## config.mk

```make
export PLATFORM = sky130hd
export DESIGN_NAME = radar_cycle_ctrl
export DESIGN_NICKNAME = d
export VERILOG_FILES = /design/src/rtl/radar_cycle_ctrl.sv
export SDC_FILE = /design/constraint.sdc
export NUM_CORES = 1
export LEC_CHECK = 0
export CAP_MARGIN = 20
export CORE_AREA = 2 2 70 72
export DETAILED_ROUTE_END_ITERATION = 7
export DIE_AREA = 0 0 72 74
export PLACE_DENSITY = 0.67
export SLEW_MARGIN = 20
export SYNTH_ARGS = -nofsm -noshare
export SYNTH_HDL_FRONTEND = slang
export SYNTH_SLANG_ARGS = --single-unit
```

## constraint.sdc

```tcl
create_clock -name CLOCK -period 2.6 [get_ports CLOCK]
set_clock_uncertainty 0.2 [all_clocks]
set_input_delay 0.52 -clock CLOCK [delete_from_list [all_inputs] [get_ports CLOCK]]
set_output_delay 0.52 -clock CLOCK [all_outputs]
set_load 0.005 [all_outputs]
```

## src/rtl/radar_cycle_ctrl.sv

```systemverilog
// radar_cycle_ctrl: channel-13 radar read sequencer (gate select, settle, 15-bit serial capture, interrupt).
// Optional RADAR_DUALRAIL_CHECK_EN flags err when both rails agree on a SHIFT tick.
module radar_cycle_ctrl (
    input  logic        CLOCK,
    input  logic        rst,
    input  logic        wr_strobe,
    input  logic [3:0]  wr_data,
    input  logic        tick,
    input  logic        rin0,
    input  logic        rin1,
    input  logic        rpt_ack,
    output logic [5:0]  sel,
    output logic        rsync,
    output logic [14:0] rnrad,
    output logic        radrpt,
    output logic        busy,
    output logic        err
);
    typedef enum logic [1:0] {IDLE, SETTLE, SHIFT, DONE} state_t;

    localparam logic [3:0] SETTLE_LAST = 4'd7;
    localparam logic [3:0] SHIFT_LAST  = 4'd14;

    state_t      r_state;
    state_t      w_next;
    logic [2:0]  r_code;
    logic [3:0]  r_cnt;
    logic [14:0] r_shift;
    logic [14:0] r_rnrad;
    logic        r_radrpt;
    logic        r_err;

    logic w_active;
    logic w_code_ok;
    logic w_start;
    logic w_bad;
    logic w_abort;
    logic w_shift_tick;
    logic w_rail_err;

    assign w_active     = (r_state == SETTLE) || (r_state == SHIFT);
    assign w_code_ok    = (wr_data[2:0] != 3'd0) && (wr_data[2:0] != 3'd7);
    assign w_start      = wr_strobe && wr_data[3] && (r_state == IDLE) && w_code_ok;
    assign w_bad        = wr_strobe && wr_data[3] && (r_state == IDLE) && !w_code_ok;
    assign w_abort      = wr_strobe && !wr_data[3] && w_active;
    assign w_shift_tick = tick && (r_state == SHIFT);

`ifdef RADAR_DUALRAIL_CHECK_EN
    assign w_rail_err = w_shift_tick && (rin0 == rin1);
`else
    logic w_unused_rin0;
    assign w_unused_rin0 = rin0;
    assign w_rail_err    = 1'b0;
`endif

    always_ff @(posedge CLOCK) begin
        if (rst) r_state <= IDLE;
        else     r_state <= w_next;
    end

    // NOTE: w_next takes the current state before the case so every path assigns it and no latch is inferred.
    always_comb begin
        w_next = r_state;
        case (r_state)
            IDLE:    if (w_start) w_next = SETTLE;
            SETTLE:  if (w_abort) w_next = IDLE;
                     else if (tick && (r_cnt == SETTLE_LAST)) w_next = SHIFT;
            SHIFT:   if (w_abort) w_next = IDLE;
                     else if (tick && (r_cnt == SHIFT_LAST)) w_next = DONE;
            DONE:    w_next = IDLE;
            default: w_next = IDLE;
        endcase
    end

    // One counter serves both phases; it restarts on every state change.
    always_ff @(posedge CLOCK) begin
        if (rst) begin
            r_code   <= '0;
            r_cnt    <= '0;
            r_shift  <= '0;
            r_rnrad  <= '0;
            r_radrpt <= 1'b0;
            r_err    <= 1'b0;
        end else begin
            if (w_start) r_code <= wr_data[2:0];

            if (w_next != r_state)     r_cnt <= '0;
            else if (tick && w_active) r_cnt <= r_cnt + 4'd1;

            if (w_shift_tick) r_shift <= {r_shift[13:0], rin1};

            // Setting the interrupt outranks a coincident acknowledge.
            if (r_state == DONE) begin
                r_rnrad  <= r_shift;
                r_radrpt <= 1'b1;
            end else if (rpt_ack) begin
                r_radrpt <= 1'b0;
            end

            if (w_start)                  r_err <= 1'b0;
            else if (w_bad || w_rail_err) r_err <= 1'b1;
        end
    end

    assign busy   = w_active;
    assign sel    = w_active ? (6'd1 << (r_code - 3'd1)) : 6'd0;
    assign rsync  = w_shift_tick;
    assign rnrad  = r_rnrad;
    assign radrpt = r_radrpt;
    assign err    = r_err;

endmodule

```

-- Word level (Yosys, flattened, before mapping)
Cells that the tools add are included.
- flip-flop bits (word level): 41
- bits of input ports: 11
- output and inout port bits: 25
- word-level logic and storage cells: 45
- add/subtract/negate cells: 2
- equality and inequality tests: 7
- shift operators: 1
- muxes and demuxes: 9
- reductions and logical operators: 19
- operator list (kind ; count):
    logical AND 1 bit ; 11
    2-to-1 mux 2 bit ; 5
    one-hot mux 2 bit (4 select lines) ; 1
    2-to-1 mux 6 bit ; 1
    << shifter 1 x 3 -> 6 bit, first input constant ; 1
    adder 4 x 1 -> 4 bit, second input constant ; 1
    == test 2 bit, second input constant ; 2
    == test 4 x 3 -> 1 bit, second input constant ; 1
    == test 4 bit, second input constant ; 1
    OR reduction 2 bit ; 2
    inequality test 3 bit, second input constant ; 1
    nonzero test 3 bit ; 1
    subtractor 3 x 1 -> 3 bit, second input constant ; 1
    == test 2 x 1 -> 1 bit, second input constant ; 1
    zero test 1 bit ; 2
    zero test 2 bit ; 1
    2-to-1 mux 1 bit ; 2
    inequality test 2 bit ; 1
    nonzero test 2 bit ; 1
    logical OR 1 bit ; 1

-- Depth between registers and ports, before layout
- depth after elaboration: 7
- mapped depth: 8
- mapped depth without buffers: 8

-- Least setup slack after synthesis
No wires, ideal clock.
- path kind: register -> register
- from: reg r_state[0]
- to: reg r_cnt[1]
- arrival: 2.054 ns
- slack: 0.246 ns
- stages on the path, launching flop included: 8
- buffers on the path: 0
- period minus slack after synthesis: 2.354 ns
- cell sequence: dfxtp_1 > inv_1 > ha_1 > and3b_4 > a221o_1 > a21oi_2 > o211ai_2 > a2111oi_4
- word-level cells in the longest chain between the ends: 7
- elaborated cells between the ends (all ways): 17
- RTL lines (element ; RTL line ; source):
    from (decl) ; 24 ; state_t r_state;
    from (signal assigned) ; 58 ; else r_state <= w_next;
    == test 2 x 1 -> 1 bit or == test 2 bit (tied branches) ; 41 ; assign w_active = (r_state == SETTLE) || (r_state == SHIFT);
    logical OR 1 bit * ; 41 ;
    named net busy ; 16 ; output logic busy,
    logical AND 1 bit ; 45 ; assign w_abort = wr_strobe && !wr_data[3] && w_active;
    2-to-1 mux 2 bit (on tied branches) ; 68, 66 ;
    one-hot mux 2 bit (4 select lines) ; 64 ; case (r_state)
    inequality test 2 bit ; 87 ; if (w_next != r_state) r_cnt <= '0;
    OR reduction 2 bit (no source line) ; - ;
    to (signal assigned) ; 88 ; else if (tick && w_active) r_cnt <= r_cnt + 4'd1;
    to (decl) ; 27 ; logic [3:0] r_cnt;
Mark *: on every way through the listed nets, which the timed path passes. The rest lies on a longest branch.
A chain may end at the register's enable or synchronous reset.

-- Worst setup path in the final report
- from: reg r_code[0]
- to: out sel[1]
- word-level cells in the longest chain between the ends: 3
- RTL lines (element ; RTL line ; source):
    from (decl) ; 26 ; logic [2:0] r_code;
    from (signal assigned) ; 85 ; if (w_start) r_code <= wr_data[2:0];
    subtractor 3 x 1 -> 3 bit ; 106 ; assign sel = w_active ? (6'd1 << (r_code - 3'd1)) : 6'd0;
    << shifter 1 x 3 -> 6 bit ; 106 ;
    2-to-1 mux 6 bit ; 106 ;
    to (decl) ; 12 ; output logic [5:0] sel,
No other way between the ends.

==> results.ini <==
[outcome]
outcome=finished clean

[floorplan]
die_area_um2=5330
pin_count=36
fp.dieH_um=74
die_x_um=72
fp-row-count=25
initial_core_util_pct=38.4
core_um2=4600

[routing]
drc=0
first_pass_iters=4
antenna_left=0
drt_iter0_markers=62
routed_wl_um=3390
avgViaCountPerCell=4.85
vias=1406
wire_per_inst_um=11.7

[clocking]
ctsHoldBuffers=0
numCtsBuffers=5
cts.clk_slew.worst_paths_ns=0.07
htreeDepth=2
clockRootBuffer=clkbuf_8
clock_sinks=41
cts_tree=built
clk_latency_ns=0.29
ctsResizeCount=0
clockBufferDepth=2
post_cts_buffers=0

[worst_setup_path]
r2r_cells=7
crit_path_top_delay_cell=clkdlybuf4s50_1
r2r_start=r_state[0]
required_ns=1.88
cp-start-kind=flip-flop
regToRegEndpoint=r_cnt[1]
critPathLaunch=r_code[0]
rrSetupSlack_ns=0.37
cpMostUsedCell=nor2_1
critPathMaxStageDelay_ns=0.50
arrival_ns=1.76
path_class=reg -> out
cp-end-kind=output port
crit_fanout=5
crit_path_cell_trace=nor2_1, ha_1, nand2b_1, nor2_1, clkdlybuf4s50_1

[worst_hold_path]
min_path_cells=2
min-delay-start=r_shift[14]
hold_class=reg -> reg
holdPathEnd=r_shift[14]

[placement]
portBuffers=34
placed_area_um2=2190
dpl.hpwl_um=2340
dp.cells=283
place.gp.congestion=0.802

[finish]
diodes=0
fill_cells=446
area_growth_pct=30.5
drive_gt1_share_pct=11.9
fin_area_um2=2310
nets=255
stdcell_count=290

[synth]
yosys_warnings=0
syn_inst=198
synth-async-reset-ratio_pct=0
yosysUniqueCellTypes=35
synth-seq-cells=41
syn_area_per_cell_um2=8.93
ys_dominant_reg_cell=dfxtp_1
syn_area_um2=1770
synth_nets=217
synth_edf_count=0
yosysSeqAreaShare_pct=46.4

[global_route]
grt_pass1_vias=1375
gr-total-overflow=0
antenna_found_initial=0
grt_pass1_wl_um=6070
track_usage_pct=14.5
grt_max_degree=38

[sta]
rsz0062_at_grt=no
setup_tns_ns=0
setup_viol=0
drv_slew=0
slew_headroom_pct=72.7
period_share_pct=95.5
hold_slack_ns=0.260
min_period_ns=2.48
tightest_slew_ns=0.409
fmax_mhz=403
hold_viol_final=0

[power]
p_per_area_nw_per_um2=527
leakage_uw=0.000799
p_total_uw=1220
ir_drop_mv=0.320

[flow_run]
drv_cap=0

-- how the worst max path moves through the flow --
stage	end	slack, ns	depth (start not counted)
floorplan	r_cnt[1]	0.25	7
global placement	r_cnt[1]	0.06	6
detailed placement	r_cnt[1]	0.01	6
CTS	sel[2]	0.05	5
global route	sel[2]	0.03	5
finish	sel[1]	0.12	5
-- registers in the layout, indices dropped and copies added (netlist names) --
register	count
err	1
r_shift	15
rnrad	15
r_code	3
radrpt	1
r_state	2
r_cnt	4
-- metrics by stage --
stage | utilization (%) | worst slack (ns)
floorplan | - | 0.246
global placement | 47.6 | 0.0634
detailed placement | 47.6 | 0.0138
CTS | 49.9 | 0.0514
global route | 50.2 | 0.0291
finish | 50.2 | 0.117
-- critical path, delay by kind of cell (launching register included) --
family	cells	cell delay, ns
flip-flops	1	0.34
AND/OR/NAND/NOR	3	0.40
buffers and inverters	1	0.50
adder cells (fa/ha/maj)	1	0.24
-- cells in the final DEF, fill, tap and decap left out, drive strengths merged, types with 2 or more instances in the layout --
cell type	instances
a21oi	19
and2	2
buf	7
clkbuf	5
clkdlybuf4s50	34
clkinv	2
dfxtp	41
ha	8
inv	5
mux2i	19
nand2	36
nand2b	3
nand4	2
nor2	28
nor3	7
o21ai	2
xor2	2
-- cell type report --
cell class	instances	area, um^2	area share (%)
Inverter	6	23.8	1.03
Sequential cell	41	823	35.7
Clock buffer	5	68.8	2.98
Timing Repair Buffer	41	393	17.0
Tap cell	54	67.6	2.93
Clock inverter	2	35.0	1.52
Multi-Input combinational cell	141	896	38.8
-- per-layer routing --
layer	track usage, %	up-vias	share of wire [%]
met5	0	-	0
met4	4.82	0	1.4
met3	4.47	6	4.7
met2	23.3	37	46
met1	18.9	626	48
li1	-	737	-
-- report_power, final --
part | leakage (uW) | switching, uW | internal (uW) | total (uW)
Clock | 0.0000540 | 207 | 279 | 486
Sequential | 0.000332 | 4.81 | 634 | 639
Combinational | 0.000413 | 46.9 | 45.4 | 92.3
-- synth_stat cells (all sizes together), types with 2 or more instances --
library cell | n | area share [%]
dfxtp | 41 | 46
mux2i | 19 | 11
nand2b | 3 | 1.1
a21oi | 19 | 5.6
and2 | 2 | 0.71
nor2 | 28 | 5.9
o21ai | 2 | 0.57
buf | 3 | 0.71
ha | 8 | 5.7
nand4 | 2 | 0.71
nor3 | 7 | 2.3
xor2 | 2 | 0.99
nand2 | 36 | 7.8
inv | 5 | 1.1
clkbuf | 7 | 1.6
-- kinds of logic (layout without fill, tap and decap cells) --
| kind of cell | Yosys count | in the layout | synth area share (%) |
|---|---|---|---|
| AND/OR/NAND/NOR | 84 | 84 | 21.2 |
| flip-flops | 41 | 41 | 46.4 |
| AO/OA/AOI/OAI | 27 | 27 | 10.6 |
| multiplexers | 19 | 19 | 11.0 |
| buffers and inverters | 16 | 54 | 3.61 |
| adder cells (fa/ha/maj) | 8 | 8 | 5.66 |
| XOR/XNOR | 3 | 3 | 1.49 |
Power figures use the tool's default switching activity.
